**src/rtl/mem_stage_sram_ctrl.sv**
```systemverilog
// mem_stage_sram_ctrl: memory stage running 32-bit loads/stores as two 16-bit SRAM phases; MEM_RANGE_CHECK_EN enables address range checking
module mem_stage_sram_ctrl #(
  parameter int ADDR_LEN    = 32,
  parameter int SRAM_ADDR_W = 18,
  parameter int SRAM_WAIT   = 1,
  parameter int MEM_BASE    = 1024
) (
  input  logic                   clk,
  input  logic                   rst,
  input  logic [ADDR_LEN-1:0]    alu_res,
  input  logic [ADDR_LEN-1:0]    val_rm,
  input  logic                   mem_w_en,
  input  logic                   mem_r_en,
  input  logic                   wb_en,
  input  logic [3:0]             dest,
  output logic                   wb_en_out,
  output logic [3:0]             dest_out,
  output logic [ADDR_LEN-1:0]    alu_res_out,
  output logic [ADDR_LEN-1:0]    mem_rdata,
  output logic                   ready,
  output logic                   addr_err,
  output logic [SRAM_ADDR_W-1:0] sram_addr,
  output logic [15:0]            sram_dq_out,
  output logic                   sram_dq_oe,
  input  logic [15:0]            sram_dq_in,
  output logic                   sram_we_n
);
  typedef enum logic [2:0] {IDLE, WR_LO, WR_HI, RD_LO, RD_HI, DONE} state_t;
  state_t state, state_n, cur;
  logic [2:0] cnt, cnt_n, cur_cnt;
  logic [15:0] buf_lo;
  logic [SRAM_ADDR_W-2:0] word;
  logic req, bad, last, ph, hi, wr;
  assign wb_en_out = wb_en;
  assign dest_out = dest;
  assign alu_res_out = alu_res;
  assign req = mem_w_en | mem_r_en;
  assign word = (SRAM_ADDR_W-1)'((alu_res - ADDR_LEN'(MEM_BASE)) >> 2);
  assign ready = (state == IDLE && !req) || state == DONE;
`ifdef MEM_RANGE_CHECK_EN
  localparam logic [ADDR_LEN:0] LO_LIM = (ADDR_LEN+1)'(MEM_BASE);
  localparam logic [ADDR_LEN:0] HI_LIM = LO_LIM + ((ADDR_LEN+1)'(4) << (SRAM_ADDR_W-1));
  logic err;
  assign bad = {1'b0, alu_res} < LO_LIM || {1'b0, alu_res} >= HI_LIM || alu_res[1:0] != 2'b00;
  // a rejected request always lands in DONE next, so the flag marks exactly that cycle
  always_ff @(posedge clk) err <= !rst && state == IDLE && req && bad;
  assign addr_err = err;
`else
  assign bad = 1'b0;
  assign addr_err = 1'b0;
`endif
  // an accepted request in IDLE already acts as the first cycle of its LO phase
  always_comb begin
    cur = (state == IDLE && req && !bad) ? (mem_w_en ? WR_LO : RD_LO) : state;
    cur_cnt = state == IDLE ? 3'd0 : cnt;
    last = cur_cnt == 3'(SRAM_WAIT);
    ph = cur != IDLE && cur != DONE;
    hi = cur == WR_HI || cur == RD_HI;
    wr = cur == WR_LO || cur == WR_HI;
    state_n = cur == IDLE ? (req ? DONE : IDLE) : cur == DONE ? IDLE : !last ? cur :
              cur == WR_LO ? WR_HI : cur == RD_LO ? RD_HI : DONE;
    cnt_n = (ph && !last) ? cur_cnt + 3'd1 : 3'd0;
    sram_we_n = rst || !wr;
    sram_dq_oe = !rst && wr;
    sram_addr = (!rst && ph) ? {word, hi} : '0;
    sram_dq_out = (!rst && wr) ? (hi ? val_rm[31:16] : val_rm[15:0]) : 16'h0;
  end
  // state register; reset abandons any access in flight
  always_ff @(posedge clk) begin
    state <= rst ? IDLE : state_n;
    cnt <= rst ? 3'd0 : cnt_n;
  end
  // capture read halves at the end of each phase; the result only moves when a load finishes
  always_ff @(posedge clk) begin
    if (rst) begin
      buf_lo <= 16'h0;
      mem_rdata <= '0;
    end else begin
      if (cur == RD_LO && last) buf_lo <= sram_dq_in;
      if (cur == RD_HI && last) mem_rdata <= {sram_dq_in, buf_lo};
      else if (state == IDLE && bad && mem_r_en && !mem_w_en) mem_rdata <= '0;
    end
  end
endmodule

```
**config.mk**
```make
export PLATFORM = sky130hd
export DESIGN_NAME = mem_stage_sram_ctrl
export DESIGN_NICKNAME = d
export VERILOG_FILES = /design/src/rtl/mem_stage_sram_ctrl.sv
export SDC_FILE = /design/constraint.sdc
export NUM_CORES = 1
export LEC_CHECK = 0
export CAP_MARGIN = 25
export CORE_MARGIN = 10
export CORE_UTILIZATION = 40
export DETAILED_ROUTE_END_ITERATION = 10
export DONT_BUFFER_PORTS = 1
export HOLD_SLACK_MARGIN = 0.1
export PLACE_DENSITY = 0.63
export SLEW_MARGIN = 20
export SYNTH_ARGS = -nofsm -noshare
export SYNTH_HDL_FRONTEND = slang
export SYNTH_SLANG_ARGS = --single-unit
```
**constraint.sdc**
```tcl
create_clock -name clk -period 5.3 [get_ports clk]
set_input_delay 1.06 -clock clk [delete_from_list [all_inputs] [get_ports clk]]
set_output_delay 1.06 -clock clk [all_outputs]
set_load 0.02 [all_outputs]
```
==> flow_summary.json, run 1 <==
{
  "core_mm2": 0.00729,
  "worstPathRequired_ps": 4240,
  "synth-edff-count": 0,
  "clockRootBuffer": "clkbuf_8",
  "synthSimpleGateAreaFrac_pct": 26.4,
  "fin_crit_ps": 3880,
  "die-area_mm2": 0.0114,
  "placedCellCount": 420,
  "p_per_area_mw_per_mm2": 294,
  "ctsHoldBuffers": 0,
  "synth.mux.area_fraction_pct": 11.0,
  "tns_ps": 0,
  "critPathLaunchType": "primary input",
  "synth_warnings": 0,
  "synth_top_cell_by_area": "dfxtp_1",
  "postSynthAreaPerCell_um2": 7.97,
  "grt_first_pass_wirelength_um": 11300,
  "drt_iter0_drc": 73,
  "worstMarginPinSlew_ps": 953,
  "post-route-period-util_pct": 73.2,
  "worstHoldPathType": "reg -> reg",
  "cts_setup_buffers": 0,
  "antenna_cells": 0,
  "slew_viol_final": 0,
  "slowest_delay_ps": 550,
  "cts_resized": 0,
  "synth-main-ff-cell": "dfxtp_1",
  "cpLargestDelayFamily": "simple AND/OR/NAND/NOR gates",
  "portBuffers": 0,
  "io_pins": 196,
  "worst-path-buf-inv": 0,
  "insertion_delay_ps": 300,
  "drc": 0,
  "drv_cap": 0,
  "grt_pass1_vias": 2143,
  "die-width_um": 107,
  "fmax_ghz": 0.258,
  "gp_routability_congestion": 0.719,
  "place_area_mm2": 0.00277,
  "crit_chain": "or4_1 -> a21oi_1 -> or2_1 -> nor3_1",
  "clk_path_buf_depth": 2,
  "synth_top_family_by_area": "simple AND/OR/NAND/NOR gates",
  "synth_xor_area_share_pct": 2.04,
  "cts_made_buffers": 5,
  "grt_usage_pct": 11.9,
  "synth_compound_area_share_pct": 8.91,
  "cp.arrival_ps": 2820,
  "ys_seq_area_share_pct": 36.0,
  "critPathKind": "in -> out",
  "ant_nets": 0,
  "total_power_mw": 0.839,
  "nets": 420,
  "start_util_pct": 41.2,
  "synth_nets": 469,
  "nFillCells": 772,
  "worst_setup_path_end_kind": "primary output",
  "die_h_um": 107,
  "via_per_inst": 5.05,
  "cts.htree.levels": 2,
  "final_cells": 427,
  "netlist_instances": 377,
  "finClkSkew_ps": 7.42,
  "area_growth_pct": -5.16,
  "dr.pass1.iters": 4,
  "antenna_found_initial": 0,
  "p_leak_nw": 0.929,
  "synth-seq-cells": 54,
  "dpl.hpwl_um": 5270,
  "vias": 2157,
  "rows": 31,
  "layout-drive-gt1-share_pct": 4.88,
  "slowest_stage": "a21oi_1",
  "rsz0062_at_grt": "no",
  "worstPathMaxFanout": 14,
  "synth_cell_types": 35,
  "postRouteWirelength_um": 7090,
  "synthArstFlopShare_pct": 0,
  "finalHoldViolCount": 0,
  "ir_drop_v": 0.0000895,
  "cts_tree": "yes",
  "synth_fa_ha_area_share_pct": 1.25,
  "syn-cell-area_mm2": 0.00300,
  "grt_overflow": 0,
  "cts_sinks": 54,
  "grt_start_max_net_pins": 70,
  "path_clk_slew_ps": 100,
  "yosysTopAreaCellShare_pct": 36.0,
  "wl_per_cell_um": 16.6,
  "maxSlewHeadroom_pct": 36.4,
  "finalSetupViolCount": 0,
  "synth_area_leaders": "dfxtp_1 36%, mux2i_1 11%, buf_4 10%, nand2_1 8.7%, nand2b_1 7.3%",
  "status": "finished, final reports clean",
  "yosys.cell_count.top_type": "nand2_1",
  "synth_common_cells": "70 x nand2_1, 54 x dfxtp_1, 40 x buf_4, 36 x a21oi_1, 35 x nand2b_1",
  "finalInstanceArea_mm2": 0.00285
}
## flip-flops by register name, indices dropped and copies added (netlist names)
| name | count |
|---|---|
| buf_lo | 16 |
| state | 3 |
| mem_rdata | 32 |
| cnt | 3 |
## layer usage
metal | share of wire [%] | global-route usage, % | up-vias
met2 | 48 | 19.5 | 81
met5 | 0 | 0 | -
met1 | 40 | 13.6 | 984
met4 | 1.1 | 3.48 | 0
li1 | - | - | 1077
met3 | 11 | 5.51 | 15
## worst reg2reg max path: cells and delay by family (launching register included)
kind / cells / cell delay [ps]
AO/OA/AOI/OAI: 1 / 160
adder cells (fa/ha/maj): 1 / 250
buffers and inverters: 1 / 240
flip-flops: 1 / 480
AND/OR/NAND/NOR: 5 / 1400
## power breakdown
| part | leakage [nW] | total [mW] | switching [mW] | internal, mW |
|---|---|---|---|---|
| Combinational | 0.449 | 0.178 | 0.114 | 0.0635 |
| Clock | 0.0444 | 0.225 | 0.134 | 0.0917 |
| Sequential | 0.436 | 0.436 | 0.0178 | 0.418 |
## cells in the final DEF, fill, tap and decap left out, drive strengths merged, types with 2 or more instances in the layout
master  count
nor2       35
a211oi      2
nand2b     35
inv         7
mux2i      32
nand2      70
nor3        4
xor2        4
o211ai      2
ha          3
or4         2
or3         3
xnor2       3
dfxtp      54
nor3b       2
and2        9
nand3b      2
clkbuf      5
o31ai       3
buf         4
a21oi      36
## cell families after synthesis
family | count (synthesis)
other cells | 1
flops | 54
mux | 33
simple gates | 166
xor+xnor | 7
fa+ha+maj | 3
buf+inv | 66
compound gates | 47
## final cells by class
cell class,count,area [um^2],area share [%]
repair buffers,4,37.5,1.32
clock inverters,2,13.8,0.483
well taps,99,124,4.35
multi-input cells,257,1500,52.7
inverters,6,22.5,0.791
clock buffers,5,68.8,2.42
flip-flops and latches,54,1080,37.9
## path summary, 6_finish.rpt
| kind | depth (start not counted) | slack (ps) | start | endpoint |
|---|---|---|---|---|
| setup / recovery | 4 | 1420 | mem_r_en | sram_addr[0] |
| setup reg to reg | 8 | 2720 | state[0] | mem_rdata[20] |
| hold reg to reg | 2 | 450 | buf_lo[10] | mem_rdata[10] |
| hold / removal | 2 | 450 | buf_lo[10] | mem_rdata[10] |
## stage by stage
step                hold WS [ps]  setup slack, ps  utilization [%]
finish                       446             1420             39.1
global placement             433             1400             37.7
detailed placement           438             1390             37.9
global route                 459             1310             39.1
floorplan                    432             1690                -
CTS                          447             1390             39.1
Note: power is estimated with default switching activity, not from simulation.
==> inputs of run 2 (changes only) <==
PLACE_DENSITY = 0.65   (was 0.63)
clock period = 3.19 ns   (was 5.3 ns; I/O delays follow)
==> run 2 against run 1 <==
Global-route usage fell by 0.080 points; combinational power increased by 69%; hold slack lost 42 ps; clock skew decreased by 1.2 ps; highest routed layer unchanged; clock power up 110%; critical path depth did not move; register-to-register slack got worse by 1800 ps; critical path type is now reg -> out; sequential share of layout area is 0.51 points lower; count of clock-buffer cells in the layout unchanged; die area unchanged.
==> flow_summary.json, run 2 (synthesis gave the netlist of run 1 again) <==
{
  "via_per_inst": 5.03,
  "core_mm2": 0.00729,
  "maxSlewHeadroom_pct": 56.5,
  "cts.htree.levels": 2,
  "area_growth_pct": -3.87,
  "drv_cap": 0,
  "reg.largest.list": "mem_rdata: 32 flops, buf_lo: 16 flops",
  "slowest_delay_ps": 680,
  "drc": 0,
  "rows": 31,
  "final_cell_mix": "70 x nand2_1, 54 x dfxtp_1, 36 x a21oi_1",
  "finalHoldViolCount": 0,
  "nets": 422,
  "grt_first_pass_wirelength_um": 11400,
  "cpLargestDelayFamily": "simple AND/OR/NAND/NOR gates",
  "grt_overflow": 0,
  "worst_setup_path_end_kind": "primary output",
  "worstHoldPathType": "in -> reg",
  "swShare_pct": 30.3,
  "switching_power_mw": 0.451,
  "wl_per_cell_um": 17.0,
  "path_clk_slew_ps": 100,
  "portBuffers": 0,
  "cts_sinks": 54,
  "insertion_delay_ps": 300,
  "worstPathRequired_ps": 2550,
  "clk_path_buf_depth": 2,
  "seqCellArea_mm2": 0.00108,
  "fin_crit_ps": 2870,
  "placedCellCount": 422,
  "r2r-end": "mem_rdata[13]",
  "p_int_mw": 1.04,
  "ctsHoldBuffers": 0,
  "postRouteWirelength_um": 7330,
  "dr.pass1.iters": 4,
  "pwr-share-comb_pct": 20.2,
  "die_h_um": 107,
  "vias": 2161,
  "grt_pass1_vias": 2162,
  "p_per_area_mw_per_mm2": 515,
  "critPathKind": "reg -> out",
  "worstSetupEndpoint": "sram_addr[0]",
  "final_common_cell": "nand2_1",
  "worstMarginPinSlew_ps": 647,
  "rrSetupSlack_ps": 880,
  "post-route-period-util_pct": 89.9,
  "cts_tree": "yes",
  "slowest_stage": "dfxtp_1",
  "cp.arrival_ps": 2230,
  "tns_ps": 0,
  "p_leak_nw": 0.942,
  "p_seq_share_pct": 48.7,
  "rsz0062_at_grt": "no",
  "top_register": "mem_rdata",
  "fin_util_pct": 39.6,
  "start_util_pct": 41.2,
  "cts_made_buffers": 5,
  "clockRootBuffer": "clkbuf_8",
  "largest_register_ffs": 32,
  "io_pins": 196,
  "cts_setup_buffers": 0,
  "grt_usage_pct": 11.8,
  "critical_path_cell_count": 4,
  "place_area_mm2": 0.00277,
  "drt_iter0_drc": 138,
  "cts_resized": 0,
  "antenna_cells": 0,
  "critPathLaunchType": "flop",
  "finalSetupViolCount": 0,
  "fmax_ghz": 0.349,
  "dpl.hpwl_um": 5350,
  "finClkSkew_ps": 6.20,
  "antenna_found_initial": 0,
  "worst-path-buf-inv": 0,
  "ir_drop_v": 0.000176,
  "crit_chain": "or4_1 -> a21oi_1 -> or2_1 -> nor3_1",
  "ant_nets": 0,
  "final_cells": 430,
  "grt_start_max_net_pins": 70,
  "finalInstanceArea_mm2": 0.00289,
  "slew_viol_final": 0,
  "layout-drive-gt1-share_pct": 5.74,
  "multi_input_area_mm2": 0.00150,
  "clkPwrFrac_pct": 31.0,
  "status": "finished, final reports clean",
  "r2r_start": "state[0]",
  "nFillCells": 764,
  "die-width_um": 107,
  "r2r_cells": 8,
  "gp_routability_congestion": 0.732,
  "worstPathMaxFanout": 17,
  "cp-startpoint": "state[0]",
  "die-area_mm2": 0.0114
}
==> run 2: cell types whose count changed in the layout (fill, tap and decap cells not counted) <==
| cell | change |
|---|---|
| buf_4 | +3 |
| clkinvlp_4 | +2 |
| buf_8 | -1 |
| bufinv_16 | +1 |
| clkinv_2 | -1 |
| inv_6 | -1 |
==> run 2: power by group through the flow <==
stage	clock network [mW]	registers (mW)	logic (mW)
3_5_place_dp	0	0.740	0.304
5_1_grt	0.508	0.731	0.330
6_report	0.462	0.725	0.301
4_1_cts	0.486	0.725	0.306
3_3_place_gp	0	0.739	0.300
2_1_floorplan	0	0.721	0.366
==> run 2: worst min path at each step <==
stage | startpoint | end | cells after the start
after floorplan | buf_lo[0] | mem_rdata[0] | 2
after global placement | buf_lo[13] | mem_rdata[13] | 2
after detailed placement | buf_lo[8] | mem_rdata[8] | 2
after CTS | rst | mem_rdata[10] | 1
after global routing | rst | mem_rdata[10] | 1
final | rst | state[0] | 1
==> run 2: layer usage <==
| metal | global-route usage [%] | wire (um) | vias to the layer above |
|---|---|---|---|
| met3 | 4.91 | 724 | 9 |
| met5 | 0 | 0 | - |
| met2 | 19.9 | 3570 | 89 |
| met1 | 13.3 | 2960 | 982 |
| met4 | 3.68 | 75 | 0 |
| li1 | - | - | 1081 |
==> run 2: area by class of cell <==
cell class	count	area share (%)
Multi-Input combinational cell	257	52.0
Sequential cell	54	37.4
Tap cell	99	4.29
Clock buffer	5	2.38
Clock inverter	3	1.56
Timing Repair Buffer	6	1.56
Inverter	6	0.780
==> run 2: worst register-to-register path, cell delays in order (launching register included) <==
cell and delay (ps):
dfxtp_1 490, or3_1 460, and2_1 200, ha_1 250, nand2b_1 140, or3_1 120
buf_4 330, nand2_1 100, a21oi_1 160
==> run 2: stage by stage <==
stage | total power, mW | hold slack [ps] | worst slack (ps)
6_report | 1.49 | 405 | 321
5_1_grt | 1.57 | 378 | 106
4_1_cts | 1.52 | 379 | 278
3_5_place_dp | 1.04 | 438 | 552
3_3_place_gp | 1.04 | 432 | 554
2_1_floorplan | 1.09 | 432 | 423
==> inputs of run 3 (changes only) <==
CORE_UTILIZATION = 30   (was 40)
CTS_BUF_LIST = sky130_fd_sc_hd__clkbuf_4 sky130_fd_sc_hd__clkbuf_8   (was unset)
PLACE_DENSITY = 0.54   (was 0.65)
==> run 3 against run 2 <==
Count of clock-buffer cells in the layout unchanged; sequential share of layout area is 0.67 points lower; non-clock buffer count rose by 1; fmax shrank 4.1%; power up 1.5%; combinational power up 5%; clock skew up 5.2 ps; register-to-register slack is essentially flat; final area up 1.8%; hold slack better by 3.4 ps; first-iteration DRC count shrank 6.5%; critical endpoint unchanged; largest cell class unchanged.
==> flow_summary.json, run 3 (synthesis gave the netlist of run 1 again) <==
{
  "status": "finished, final reports clean",
  "nets": 423,
  "dp_slack_ps": 431,
  "clockRootBuffer": "clkbuf_8",
  "finClkSkew_ps": 11.4,
  "rrSetupSlack_ps": 890,
  "pwr-share-comb_pct": 21.0,
  "critPathLaunchType": "flop",
  "grt_usage_pct": 10.2,
  "fin_crit_ps": 2990,
  "clkPwrFrac_pct": 31.5,
  "grt_overflow": 0,
  "grt_start_max_net_pins": 70,
  "antenna_found_initial": 0,
  "finalInstanceArea_mm2": 0.00294,
  "cts_setup_buffers": 0,
  "final_common_cell": "nand2_1",
  "grt_pass1_vias": 2229,
  "p_per_area_mw_per_mm2": 514,
  "maxSlewHeadroom_pct": 51.1,
  "worstPathRequired_ps": 2550,
  "portBuffers": 0,
  "finalHoldViolCount": 0,
  "post-route-period-util_pct": 93.8,
  "grt-busiest-layer": "met2",
  "path_clk_slew_ps": 100,
  "io_pins": 196,
  "start_util_pct": 30.7,
  "drt_iter0_drc": 129,
  "antenna_cells": 0,
  "worstMarginPinSlew_ps": 729,
  "fmax_ghz": 0.334,
  "ir_drop_v": 0.000234,
  "cp.arrival_ps": 2350,
  "cts_sinks": 54,
  "r2r_cells": 9,
  "tns_ps": 0,
  "core_mm2": 0.00977,
  "die-area_mm2": 0.0144,
  "grt_first_pass_wirelength_um": 12100,
  "die_h_um": 120,
  "area_growth_pct": -2.12,
  "clk_path_buf_depth": 2,
  "finalSetupViolCount": 0,
  "cts.htree.levels": 2,
  "global_route.usage.met2_pct": 17.2,
  "worstPathMaxFanout": 14,
  "cts_made_buffers": 5,
  "final_cells": 465,
  "holdPathEnd": "mem_rdata[7]",
  "rsz0062_at_grt": "no",
  "drv_cap": 0,
  "setup_slack_ps": 198,
  "grtUsageMet3_pct": 4.69,
  "gp_routability_congestion": 0.701,
  "die-width_um": 120,
  "vias": 2215,
  "insertion_delay_ps": 310,
  "via_per_inst": 4.76,
  "p_int_mw": 1.05,
  "postRouteWirelength_um": 7880,
  "cts_resized": 0,
  "r2r-end": "mem_rdata[13]",
  "p_leak_nw": 0.955,
  "use_met1_pct": 11.5,
  "placedCellCount": 457,
  "min_from": "rst",
  "p_seq_share_pct": 47.4,
  "ctsHoldBuffers": 0,
  "slew_viol_final": 0,
  "dpl.hpwl_um": 5930,
  "swShare_pct": 30.7,
  "rows": 36,
  "worst_setup_path_end_kind": "primary output",
  "largest_register_ffs": 32,
  "switching_power_mw": 0.464,
  "r2r_start": "state[0]",
  "dr.pass1.iters": 5,
  "cts_tree": "yes",
  "final_cell_mix": "70 x nand2_1, 54 x dfxtp_1, 36 x a21oi_1",
  "drc": 0,
  "worstHoldPathType": "in -> reg",
  "place_area_mm2": 0.00282,
  "critPathKind": "reg -> out",
  "layout-drive-gt1-share_pct": 6.02,
  "top_register": "mem_rdata",
  "wl_per_cell_um": 16.9,
  "ant_nets": 0,
  "hold_depth": 1,
  "reg.largest.list": "mem_rdata: 32 flops, buf_lo: 16 flops"
}
## run 3: through the flow
step	power [mW]	hold slack (ps)	util, %
floorplan	1.09	432	-
global placement	1.05	434	28.9
detailed placement	1.05	440	28.9
CTS	1.53	382	30.1
global route	1.59	373	30.1
finish	1.51	408	30.1
## run 3: area by class of cell
class	instances	area, um^2
fill	1050	6830
multi-input combinational	257	1500
sequential	54	1080
tap	133	166
clock buffer	5	68.8
timing repair buffer	7	52.6
clock inverter	3	47.5
inverter	6	22.5
## run 3: how the worst max path moves through the flow
stage / endpoint / from / slack, ps / cells after the start
finish: sram_addr[0] / state[2] / 200 / 5
global route: sram_addr[0] / state[2] / 40 / 5
CTS: sram_addr[0] / state[2] / 180 / 5
detailed placement: sram_addr[0] / mem_r_en / 430 / 5
global placement: sram_addr[0] / mem_r_en / 460 / 5
floorplan: sram_addr[11] / mem_r_en / 420 / 6
## run 3: per-layer routing
layer / share of wire [%] / vias to the layer above
met5: 0 / -
met1: 41 / 1031
met4: 0.61 / 0
met3: 10 / 4
met2: 49 / 92
li1: - / 1088
## run 3: worst max-delay path, cell delays in order (launching register included)
cell     delay [ps]
dfxtp_1         610
or4_1           180
a21oi_1          60
buf_4           180
or2_1           380
nor3_1          630
## run 3: power by group through the flow
stage	Sequential, mW	Combinational [mW]	Clock [mW]
after floorplan	0.721	0.366	0
final	0.716	0.317	0.476
after detailed placement	0.732	0.321	0
after global routing	0.721	0.347	0.523
after global placement	0.731	0.317	0
after CTS	0.717	0.322	0.495
